===== src/rtl/fetch_pc_gen.sv =====
// Fetch-stage PC generator with an in-order prediction queue.
// EX resolves queue entries oldest-first; a mispredict redirects the PC and flushes the queue.
module fetch_pc_gen #(
  parameter logic [31:0] RESET_PC = 32'h4000_0060,
  parameter int unsigned Q_DEPTH  = 4,
  parameter int unsigned CNT_W    = 16
) (
  input  logic             clk,
  input  logic             rst,
  input  logic             stall,
  input  logic             btb_hit,
  input  logic [31:0]      btb_target,
  output logic [31:0]      pc_out,
  output logic             fetch_valid,
  output logic             pred_taken_out,
  input  logic             resolve_valid,
  input  logic             resolve_taken,
  input  logic [31:0]      resolve_target,
  output logic             mispredict,
  output logic             q_full,
  output logic             q_empty,
  output logic             resolve_err,
  output logic [CNT_W-1:0] br_count,
  output logic [CNT_W-1:0] mp_count
);

  localparam int unsigned PTR_W = (Q_DEPTH > 1) ? $clog2(Q_DEPTH) : 1;
  localparam logic [PTR_W:0] FULL_CNT = (PTR_W + 1)'(Q_DEPTH);

  typedef struct packed {
    logic [31:0] pc;
    logic        taken;
    logic [31:0] target;
  } pred_t;

  pred_t             q_mem [Q_DEPTH];
  pred_t             head;
  logic [PTR_W-1:0]  rd_ptr, wr_ptr;
  logic [PTR_W:0]    count;
  logic [31:0]       pc_q;
  logic [31:0]       head_seq, act_next, pred_next;
  logic              accepted, issue, pop;

  assign head   = q_mem[rd_ptr];
  assign pc_out = pc_q;

  // NOTE: every always_comb output is assigned on every path, so no latch can be inferred.
  always_comb begin
    head_seq  = head.pc + 32'd4;
    act_next  = resolve_taken ? resolve_target : head_seq;
    pred_next = head.taken ? head.target : head_seq;
  end

  // Reset gates the status flags so they read as an empty queue while rst is high.
  assign q_empty        = rst | (count == '0);
  assign q_full         = ~rst & (count == FULL_CNT);
  assign accepted       = resolve_valid & ~q_empty;
  assign mispredict     = accepted & (act_next != pred_next);
  assign pop            = accepted & ~mispredict;
  assign issue          = ~rst & ~stall & ~q_full & ~mispredict;
  assign fetch_valid    = issue;
  assign pred_taken_out = issue & btb_hit;

  // NOTE: queue storage has no reset; only entries covered by count are ever read as valid.
  always_ff @(posedge clk) begin
    if (issue) q_mem[wr_ptr] <= '{pc: pc_q, taken: btb_hit, target: btb_target};
  end

  // NOTE: sequential state uses non-blocking assignments so every register samples pre-edge values.
  always_ff @(posedge clk) begin
    if (rst) begin
      pc_q   <= RESET_PC;
      rd_ptr <= '0;
      wr_ptr <= '0;
      count  <= '0;
    end else if (mispredict) begin
      pc_q   <= act_next;
      rd_ptr <= '0;
      wr_ptr <= '0;
      count  <= '0;
    end else begin
      if (issue) begin
        pc_q   <= btb_hit ? btb_target : pc_q + 32'd4;
        wr_ptr <= wr_ptr + 1'b1;
      end
      if (pop) rd_ptr <= rd_ptr + 1'b1;
      case ({issue, pop})
        2'b10:   count <= count + 1'b1;
        2'b01:   count <= count - 1'b1;
        default: count <= count;
      endcase
    end
  end

  always_ff @(posedge clk) begin
    if (rst) begin
      resolve_err <= 1'b0;
      br_count    <= '0;
      mp_count    <= '0;
    end else begin
      if (resolve_valid & q_empty) resolve_err <= 1'b1;
      if (accepted && br_count != '1) br_count <= br_count + 1'b1;
      if (mispredict && mp_count != '1) mp_count <= mp_count + 1'b1;
    end
  end

endmodule

===== config.mk =====
export PLATFORM = sky130hd
export DESIGN_NAME = fetch_pc_gen
export DESIGN_NICKNAME = d
export VERILOG_FILES = /design/src/rtl/fetch_pc_gen.sv
export SDC_FILE = /design/constraint.sdc
export NUM_CORES = 1
export LEC_CHECK = 0
export BUFFER_PORTS_ARGS = -buffer_cell sky130_fd_sc_hd__buf_4
export CAP_MARGIN = 20
export CORE_MARGIN = 2
export CORE_UTILIZATION = 50
export DETAILED_ROUTE_END_ITERATION = 10
export PLACE_DENSITY = 0.69
export SLEW_MARGIN = 5
export SYNTH_ARGS = -nofsm -noshare
export SYNTH_HDL_FRONTEND = slang
export SYNTH_SLANG_ARGS = --single-unit

===== constraint.sdc =====
create_clock -name clk -period 13.19 [get_ports clk]
set_clock_uncertainty 0.05 [all_clocks]
set_input_delay 0 -clock clk [delete_from_list [all_inputs] [get_ports clk]]
set_output_delay 0 -clock clk [all_outputs]
set_load 0.01 [all_outputs]

==> impl_metrics.toml, run 1 <==
[clock_network]
ctsResizeCount = 0
cts.clk_slew.worst_paths_ps = 60
cts_made_buffers = 36
htree_levels = 2
clk_latency_ps = 530
cts_setup_buffers = 0
cts_sinks = 334
cts_tree = "done"
cts_root_buf = "clkbuf_16"
hold_buffers = 60
cts_buffer_depth = 3

[power]
pwr-share-seq = 0.483
power_density_mw_per_mm2 = 125
p_comb_frac = 0.099
pwr-share-clk = 0.418
p_int_uw = 1880
total_leakage_power_uw = 0.00676
irDropWorstVdd_uv = 78.5
switchingPower_uw = 594
swShare = 0.240

[cells_and_area]
fin_util = 0.605
areaGrowthSynthToFinish_pct = 18.8
drive_gt1_frac = 0.211
antennaDiodeCount = 0
final_cell_mix = "260 x edfxtp_1, 150 x buf_4, 91 x nor2_1"
fin_nets = 1581
final_common_cell = "edfxtp_1"

[synth]
synth-edff-count = 260
synth-seq-cells = 334
synth_area_sq_mm = 0.0167
synth_async_sr_flop_share = 0
synth.avg_cell_area_sq_um = 12.6
synthFlopType = "edfxtp_1"
yosysUniqueCellTypes = 89
yosys_warnings = 0
seq_area_frac_synth = 0.558
synthCells = 1325
synth_fp_nets = 1405

[min_path]
hold_end = "pc_out[13]"
min-delay-start = "resolve_taken"
hold_depth = 3
hold_path_class = "primary input to flop"

[timing]
fin_crit_ps = 7100
timing.hold.ws_ps = 25.5
slew_headroom = 0.350
tightestPinTransition_ps = 975
fin_ws_ps = 6090
maxSlewViolCount = 0
setup_viol = 0
final.setup.tns_ps = 0
hold_viol = 0
fmax_mhz = 141
min_period_over_period = 0.538
rsz0062_at_grt = "no"

[die]
rows = 66
start_util = 0.509
die_h_um = 187
ioPinCount = 140
core_area_sq_mm = 0.0327
die-area_sq_mm = 0.0348
fp.dieW_um = 187

[placed_design]
io_buffer_count = 139
gp_congestion = 0.995
post-place-ws_ps = 6110
hpwl_um = 34800

[worst_setup_path]
critical_path.startpoint_type = "flop"
crit-reg2reg-capture = "q_mem[0][36]"
crit_required_ps = 13290
crit_type = "flop to flop"
cp_max_fo = 42
crit_arrival_ps = 7190
regToRegSetupSlack_ps = 6090
r2r_cells = 14
cp-end-kind = "flop"

[grt]
grt_pass1_wl_um = 74100
grt.total_usage = 0.285
grt_max_degree = 67
gr-total-overflow = 0
grt_pass1_vias = 11600
antenna_found_initial = 0

[routing]
ant_nets = 0
routed-via-count = 12300
drcViolationCount = 0
drtPass1Iterations = 5
drt_wl_total_um = 50100
via_per_inst = 6.25
first_iter_violations = 1522
wire_per_inst_um = 25.5

[run_status]
outcome = "finished, final reports clean"

[run]
maxCapViolCount = 0
-- power groups by stage --
| stage | clock network [uW] | logic, uW | registers, uW |
|---|---|---|---|
| CTS | 1050 | 240 | 1190 |
| floorplan | 0 | 127 | 1210 |
| detailed placement | 0 | 225 | 1220 |
| global route | 1090 | 259 | 1200 |
| finish | 1030 | 245 | 1190 |
| global placement | 0 | 224 | 1220 |
-- Yosys cell counts (8+ instances only) --
library cell | count | area, sq um
a31oi_1 | 12 | 75.1
o31ai_1 | 10 | 75.1
edfxtp_1 | 260 | 7810
o22ai_1 | 12 | 75.1
nand3_1 | 46 | 230
inv_1 | 25 | 93.8
and2_1 | 8 | 50.1
a21oi_1 | 71 | 355
nand2b_1 | 10 | 62.6
nor2_1 | 91 | 342
buf_4 | 8 | 60.1
o21ai_0 | 62 | 310
and3_1 | 29 | 181
xnor2_1 | 59 | 517
xor2_1 | 45 | 394
mux2i_1 | 29 | 290
nor4_1 | 11 | 68.8
mux4_2 | 62 | 1400
and4_1 | 8 | 70.1
or3_1 | 12 | 75.1
nor3_1 | 42 | 210
nand2_1 | 84 | 315
mux2_2 | 17 | 191
dfxtp_1 | 74 | 1480
o211ai_1 | 18 | 135
buf_2 | 16 | 80.1
nand4_1 | 24 | 150
ha_1 | 9 | 113
clkbuf_1 | 38 | 143
-- kinds of logic (layout without fill, tap and decap cells) --
kind of cell | count (synthesis) | after routing | synth area share
XOR/XNOR | 111 | 111 | 0.0641
adder cells (fa/ha/maj) | 10 | 10 | 0.00796
flip-flops | 334 | 334 | 0.558
multiplexers | 109 | 109 | 0.114
buffers and inverters | 101 | 303 | 0.0297
AND/OR/NAND/NOR | 407 | 407 | 0.127
AO/OA/AOI/OAI | 253 | 253 | 0.0994
-- state kept, by name, indices dropped and copies added, names as in the netlist, named ones only --
signal and flops:
rd_ptr 2, q_mem 260, pc_out 32, wr_ptr 2, mp_count 16, resolve_err 1
br_count 16, count 3
-- worst max path at each step --
stage / from / to / slack (ps) / cells past startpoint
floorplan: flop / q_mem[0][0] / 6990 / 19
global placement: flop / q_mem[1][59] / 6170 / 14
detailed placement: flop / q_mem[1][34] / 6110 / 14
CTS: flop / q_mem[1][55] / 6090 / 14
global route: flop / q_mem[0][35] / 5630 / 14
finish: flop / q_mem[0][36] / 6090 / 14
-- layer usage --
layer  global-route usage  wire [um]  vias up
met3               0.0796       5260       96
met2                0.433      22400      655
li1                     -          -     5458
met5                    0          0        -
met4               0.0873       1580        0
met1                0.400      20900     6088
-- cell type report --
type / instances / area (sq um)
Clock buffer: 41 / 941
Clock inverter: 23 / 275
Fill cell: 2603 / 12900
Inverter: 28 / 108
Multi-Input combinational cell: 890 / 6880
Sequential cell: 334 / 9300
Tap cell: 442 / 553
Timing Repair Buffer: 211 / 1730
-- critical path, stage by stage, from the launching register on --
cell and delay (ps):
dfxtp_4 830, buf_4 650, mux4_2 430, ha_1 220, nand2_1 90, o22a_1 340, or4_4 580, or4_4 560
xor2_1 250, xor2_1 180, a31oi_1 120, nor4b_2 300, a31o_4 580, and3_2 690, buf_4 660
-- through the flow --
stage / total power [uW] / cell area (sq um) / instances
floorplan: 1330 / 16700 / 1325
global route: 2550 / 19800 / 1969
finish: 2470 / 19800 / 1969
CTS: 2480 / 19800 / 1968
detailed placement: 1440 / 18000 / 1844
global placement: 1440 / 18000 / 1844
No activity file was read; power rests on OpenSTA's default activity.
==> run 2, diff against run 1 <==
--- a/config.mk
+++ b/config.mk
@@ -10,7 +10,7 @@
 export CORE_MARGIN = 2
 export CORE_UTILIZATION = 50
 export DETAILED_ROUTE_END_ITERATION = 10
-export PLACE_DENSITY = 0.69
+export PLACE_DENSITY = 0.71
 export SLEW_MARGIN = 5
 export SYNTH_ARGS = -nofsm -noshare
 export SYNTH_HDL_FRONTEND = slang
==> constraint.sdc (replaced) <==
create_clock -name clk -period 5.8 [get_ports clk]
set_clock_uncertainty 0.05 [all_clocks]
set_input_delay 0 -clock clk [delete_from_list [all_inputs] [get_ports clk]]
set_output_delay 0 -clock clk [all_outputs]
set_load 0.01 [all_outputs]
==> impl_metrics.toml, run 2 (synthesized netlist as in run 1, its figures left out) <==
[cells_and_area]
antennaDiodeCount = 0
final_common_cell = "edfxtp_1"
final_cell_count_no_fill = 1989
fin_nets = 1600
drive_gt1_frac = 0.220
fill_cells = 2579
largest_register_ff_count = 260
design_area_sq_mm = 0.0201
final_cell_mix = "260 x edfxtp_1, 157 x buf_4, 91 x nor2_1"
top_register = "q_mem"
areaGrowthSynthToFinish_pct = 20.5

[worst_setup_path]
crit_type = "flop to flop"
cp-end-kind = "flop"
critPathMaxStageDelay_ps = 720
crit_arrival_ps = 5710
critical_path.startpoint_type = "flop"
cp_max_fo = 49
crit_required_ps = 6140
crit_chain = "buf_12 > mux4_2 > nand3_1 > nor3_1 > or4b_2 > xnor2_1 > a22oi_1 > nand4_1 > and4bb_1 > and3_1 > and2_1 > ha_1 > inv_1 > fa_1 > xor2_1 > nor2_1 > xnor2_1 > nor3_1"
critPathSlowestCell = "or4b_2"

[power]
total_leakage_power_uw = 0.00687
pwr-share-clk = 0.417
pwr-share-seq = 0.483
irDropWorstVdd_uv = 237
swShare = 0.241
switchingPower_uw = 1360
total_power_uw = 5630
p_comb_frac = 0.100
power_density_mw_per_mm2 = 280
p_int_uw = 4270

[placed_design]
post-place-ws_ps = 247
io_buffer_count = 139
hpwl_um = 35200
gp_congestion = 0.983
dpl-instance-area_sq_mm = 0.0182
placed_cells = 1860

[die]
fp.dieW_um = 187
rows = 66
die-area_sq_mm = 0.0348
start_util = 0.509
ioPinCount = 140
die_h_um = 187
core_area_sq_mm = 0.0327

[timing]
slew_headroom = 0.336
fin_crit_ps = 5370
fin_ws_ps = 427
hold_viol = 0
fmax_mhz = 186
maxSlewViolCount = 0
tightestPinTransition_ps = 982
setup_viol = 0
rsz0062_at_grt = "no"
min_period_over_period = 0.926
final.setup.tns_ps = 0

[run_status]
outcome = "finished, final reports clean"

[routing]
routed-via-count = 12400
ant_nets = 0
drcViolationCount = 0
drtPass1Iterations = 5
first_iter_violations = 1280
via_per_inst = 6.24
drt_wl_total_um = 50200
wire_per_inst_um = 25.2

[clock_network]
htree_levels = 2
cts_tree = "done"
cts_sinks = 334
cts_root_buf = "clkbuf_16"
cts.clk_slew.worst_paths_ps = 60
cts_buffer_depth = 3
cts_made_buffers = 36
clk_latency_ps = 540

[grt]
grt_max_degree = 67
gr-total-overflow = 0
grt_pass1_wl_um = 75700
grt.total_usage = 0.286
grt_pass1_vias = 12000
antenna_found_initial = 0

[run]
maxCapViolCount = 0

[min_path]
hold_path_class = "primary input to flop"
## run 2: changes by cell type in the layout (fill, tap and decap cells not counted), sizes merged
cell,change
clkinv,-2
clkinvlp,+3
dlygate4sd3,+3
buf,+17
bufinv,-1
## run 2: layout make-up
type                            count  area (sq um)  area share
Sequential cell                   334          9300       0.463
Timing Repair Buffer              230          2000      0.0996
Multi-Input combinational cell    890          6890       0.343
Clock inverter                     23           263      0.0131
Clock buffer                       42           965      0.0480
Inverter                           28           108     0.00536
Tap cell                          442           553      0.0275
## run 2: worst max-delay path: cells and delay by family (launching register included)
kind | cells | cell delay, ps
simple gates | 9 | 2390
fa+ha+maj | 2 | 560
flops | 1 | 520
mux | 1 | 510
xor+xnor | 3 | 480
buf+inv | 2 | 420
compound gates | 1 | 180
## run 2: layer usage
metal  wire [um]  GRT usage
met5           0          0
met4        1740     0.0962
met3        4290     0.0512
met2       23300      0.449
met1       20900      0.406
## run 2: timing repair
item                                    in CTS  in global routing
gates resized for setup                      0                  2
setup buffers                                0                  1
endpoints found under the hold margin      169                  0
endpoints found under the setup margin       0                  4
hold buffers                                63                  0
## run 2: metrics by stage
stage               utilization  hold WS (ps)
floorplan                     -          48.9
global placement          0.557           171
detailed placement        0.557           170
CTS                       0.613          6.94
global route              0.614          54.8
finish                    0.614          19.6
## run 2: power by group through the flow
stage                     sequential, uW  clock [uW]  combinational, uW
after CTS                           2720        2380                555
after global routing                2720        2480                599
final                               2720        2350                564
after global placement              2760           0                516
after floorplan                     2740           0                289
after detailed placement            2770           0                517
## run 2: final timing paths
check	from	to	slack [ps]	cells past startpoint
min reg2reg	mp_count[4]	mp_count[4]	440	2
min	stall	wr_ptr[0]	20	5
max	flop	count[2]	430	18
max reg2reg	flop	count[2]	430	18
==> run 3, diff against run 2 <==
--- a/config.mk
+++ b/config.mk
@@ -5,6 +5,7 @@
 export SDC_FILE = /design/constraint.sdc
 export NUM_CORES = 1
 export LEC_CHECK = 0
+export ABC_AREA = 1
 export BUFFER_PORTS_ARGS = -buffer_cell sky130_fd_sc_hd__buf_4
 export CAP_MARGIN = 20
 export CORE_MARGIN = 2
==> impl_metrics.toml, run 3 <==
[run_status]
outcome = "finished, final reports clean"

[timing]
setup_viol = 0
rsz0062_at_grt = "no"
tightestPinTransition_ps = 1100
final.setup.tns_ps = 0
fmax_mhz = 184
slew_headroom = 0.267
min_period_over_period = 0.937
fin_crit_ps = 5430
maxSlewViolCount = 0
hold_viol = 0

[clock_network]
htree_levels = 2
cts.clk_slew.worst_paths_ps = 60
hold_buffers = 61
ctsResizeCount = 0
cts_tree = "done"
cts_made_buffers = 37
cts_sinks = 334
cts_root_buf = "clkbuf_16"
clk_latency_ps = 560
cts_setup_buffers = 0
cts_buffer_depth = 3

[routing]
drt_wl_total_um = 58500
first_iter_violations = 1487
via_per_inst = 5.76
ant_nets = 0
wire_per_inst_um = 19.9
routed-via-count = 16900
drcViolationCount = 0
drtPass1Iterations = 6

[power]
pwr-share-clk = 0.417
pwr-share-seq = 0.484
switchingPower_uw = 1380
total_power_uw = 5570
swShare = 0.248
total_leakage_power_uw = 0.00893
p_comb_frac = 0.098
irDropWorstVdd_uv = 201
p_int_uw = 4190
power_density_mw_per_mm2 = 261

[synth]
synth_fp_nets = 2368
synthCells = 2288
synth_area_leaders = "edfxtp_1 43%, nand2_1 18%, nand3_1 9.1%"
synth_top_area_cell = "edfxtp_1"
synth_async_sr_flop_share = 0
synth_commonest_cells = "875 x nand2_1, 329 x nand3_1, 260 x edfxtp_1"
synth.avg_cell_area_sq_um = 7.94
synth-seq-cells = 334
yosysUniqueCellTypes = 42
synth_area_sq_mm = 0.0182
synth_top_area_frac = 0.430
seq_area_frac_synth = 0.512
yosysMostFrequentCell = "nand2_1"
synthFlopType = "edfxtp_1"
synth-edff-count = 260
yosys_warnings = 0

[worst_setup_path]
crit_path_frequent_cell = "nand2_1"
crit-reg2reg-capture = "pc_out[30]"
crit_type = "flop to primary output"
crit_required_ps = 5750
crit_chain = "buf_4 > nand2_1 > nand3_1 > nand2_1 > nor2_1 > nand3_2 > nor2_1 > nand3_1 > nand3_1 > nand2_1 > nand2_1 > nand2_1 > nor2_1 > nand2_1 > nor2_1 > nand3_2 > buf_4 > nand2_4 > buf_4 > inv_4 > nor2_1 > buf_4"
endpoint = "pred_taken_out"
cp_max_fo = 50
critPathMaxStageDelay_ps = 730
critPathSlowestCell = "dfxtp_4"
critical_path.startpoint_type = "flop"
regToRegSetupSlack_ps = 610
cp-end-kind = "primary output"
r2r_cells = 23
crit_arrival_ps = 5380

[cells_and_area]
drive_gt1_frac = 0.118
top_register = "q_mem"
design_area_sq_mm = 0.0214
fill_cells = 3133
areaGrowthSynthToFinish_pct = 17.6
seqCellArea_sq_mm = 0.00929
largest_register_ff_count = 260
fin_nets = 2526
antennaDiodeCount = 0
multi_input_area_sq_mm = 0.00786
final_cell_mix = "875 x nand2_1, 329 x nand3_1, 260 x edfxtp_1"
final_common_cell = "nand2_1"

[die]
core_area_sq_mm = 0.0357
fp.dieW_um = 195
die-area_sq_mm = 0.0379
die_h_um = 195
start_util = 0.509
ioPinCount = 140
rows = 69

[run]
maxCapViolCount = 0

[grt]
grt_pass1_vias = 16100
grt_pass1_wl_um = 89600
grt.total_usage = 0.308
gr-total-overflow = 0
grt_max_degree = 73
antenna_found_initial = 0

[placed_design]
hpwl_um = 39300
io_buffer_count = 139
gp_congestion = 1.05
dpl-instance-area_sq_mm = 0.0196

[min_path]
hold_path_class = "primary input to flop"
run 3: area by class of cell:
class / count / area share
inverters: 135 / 0.0240
well taps: 461 / 0.0270
clock buffers: 46 / 0.0459
multi-input cells: 1714 / 0.368
repair buffers: 224 / 0.0906
flip-flops and latches: 334 / 0.435
clock inverters: 20 / 0.00949
run 3: per-layer routing:
| metal | GRT usage | wire length, um | vias up | share of wire |
|---|---|---|---|---|
| met1 | 0.389 | 22900 | 7999 | 0.39 |
| li1 | - | - | 7957 | - |
| met5 | 0 | 0 | - | 0 |
| met2 | 0.513 | 27600 | 794 | 0.47 |
| met4 | 0.168 | 3150 | 0 | 0.054 |
| met3 | 0.0418 | 4830 | 152 | 0.083 |
run 3: how the worst min path moves through the flow:
| stage | startpoint | to | cells after the start |
|---|---|---|---|
| floorplan | btb_target[0] | q_mem[0][0] | 0 |
| global placement | btb_target[30] | q_mem[2][30] | 1 |
| detailed placement | btb_target[31] | q_mem[2][31] | 1 |
| CTS | resolve_target[18] | pc_out[18] | 7 |
| global route | resolve_target[6] | pc_out[6] | 7 |
| finish | resolve_target[3] | pc_out[3] | 7 |
run 3: kinds of logic after synthesis:
family / count (synthesis) / synth area share
adder cells (fa/ha/maj): 10 / 0.00730
flip-flops: 334 / 0.512
AO/OA/AOI/OAI: 168 / 0.0539
XOR/XNOR: 45 / 0.0217
AND/OR/NAND/NOR: 1491 / 0.348
buffers and inverters: 240 / 0.0576
run 3: critical path: cells and delay by family, from the launching register on:
kind	cells	cell delay (ps)
simple gates	17	2550
flops	1	730
buf+inv	5	1480
run 3: per-stage QoR:
step / hold slack (ps) / util / instances / setup slack [ps]
final: 36.6 / 0.599 / 2934 / 367
after global routing: 48.9 / 0.599 / 2934 / 49.1
after CTS: 13.1 / 0.599 / 2934 / 523
after detailed placement: 165 / 0.549 / 2807 / 864
after global placement: 162 / 0.549 / 2807 / 890
after floorplan: 48.9 / - / 2288 / -91.5
run 3: power by group through the flow:
stage / registers, uW / logic (uW) / clock network, uW
floorplan: 2740 / 291 / 0
global placement: 2740 / 495 / 0
detailed placement: 2740 / 502 / 0
CTS: 2690 / 539 / 2350
global route: 2700 / 597 / 2440
finish: 2690 / 548 / 2320
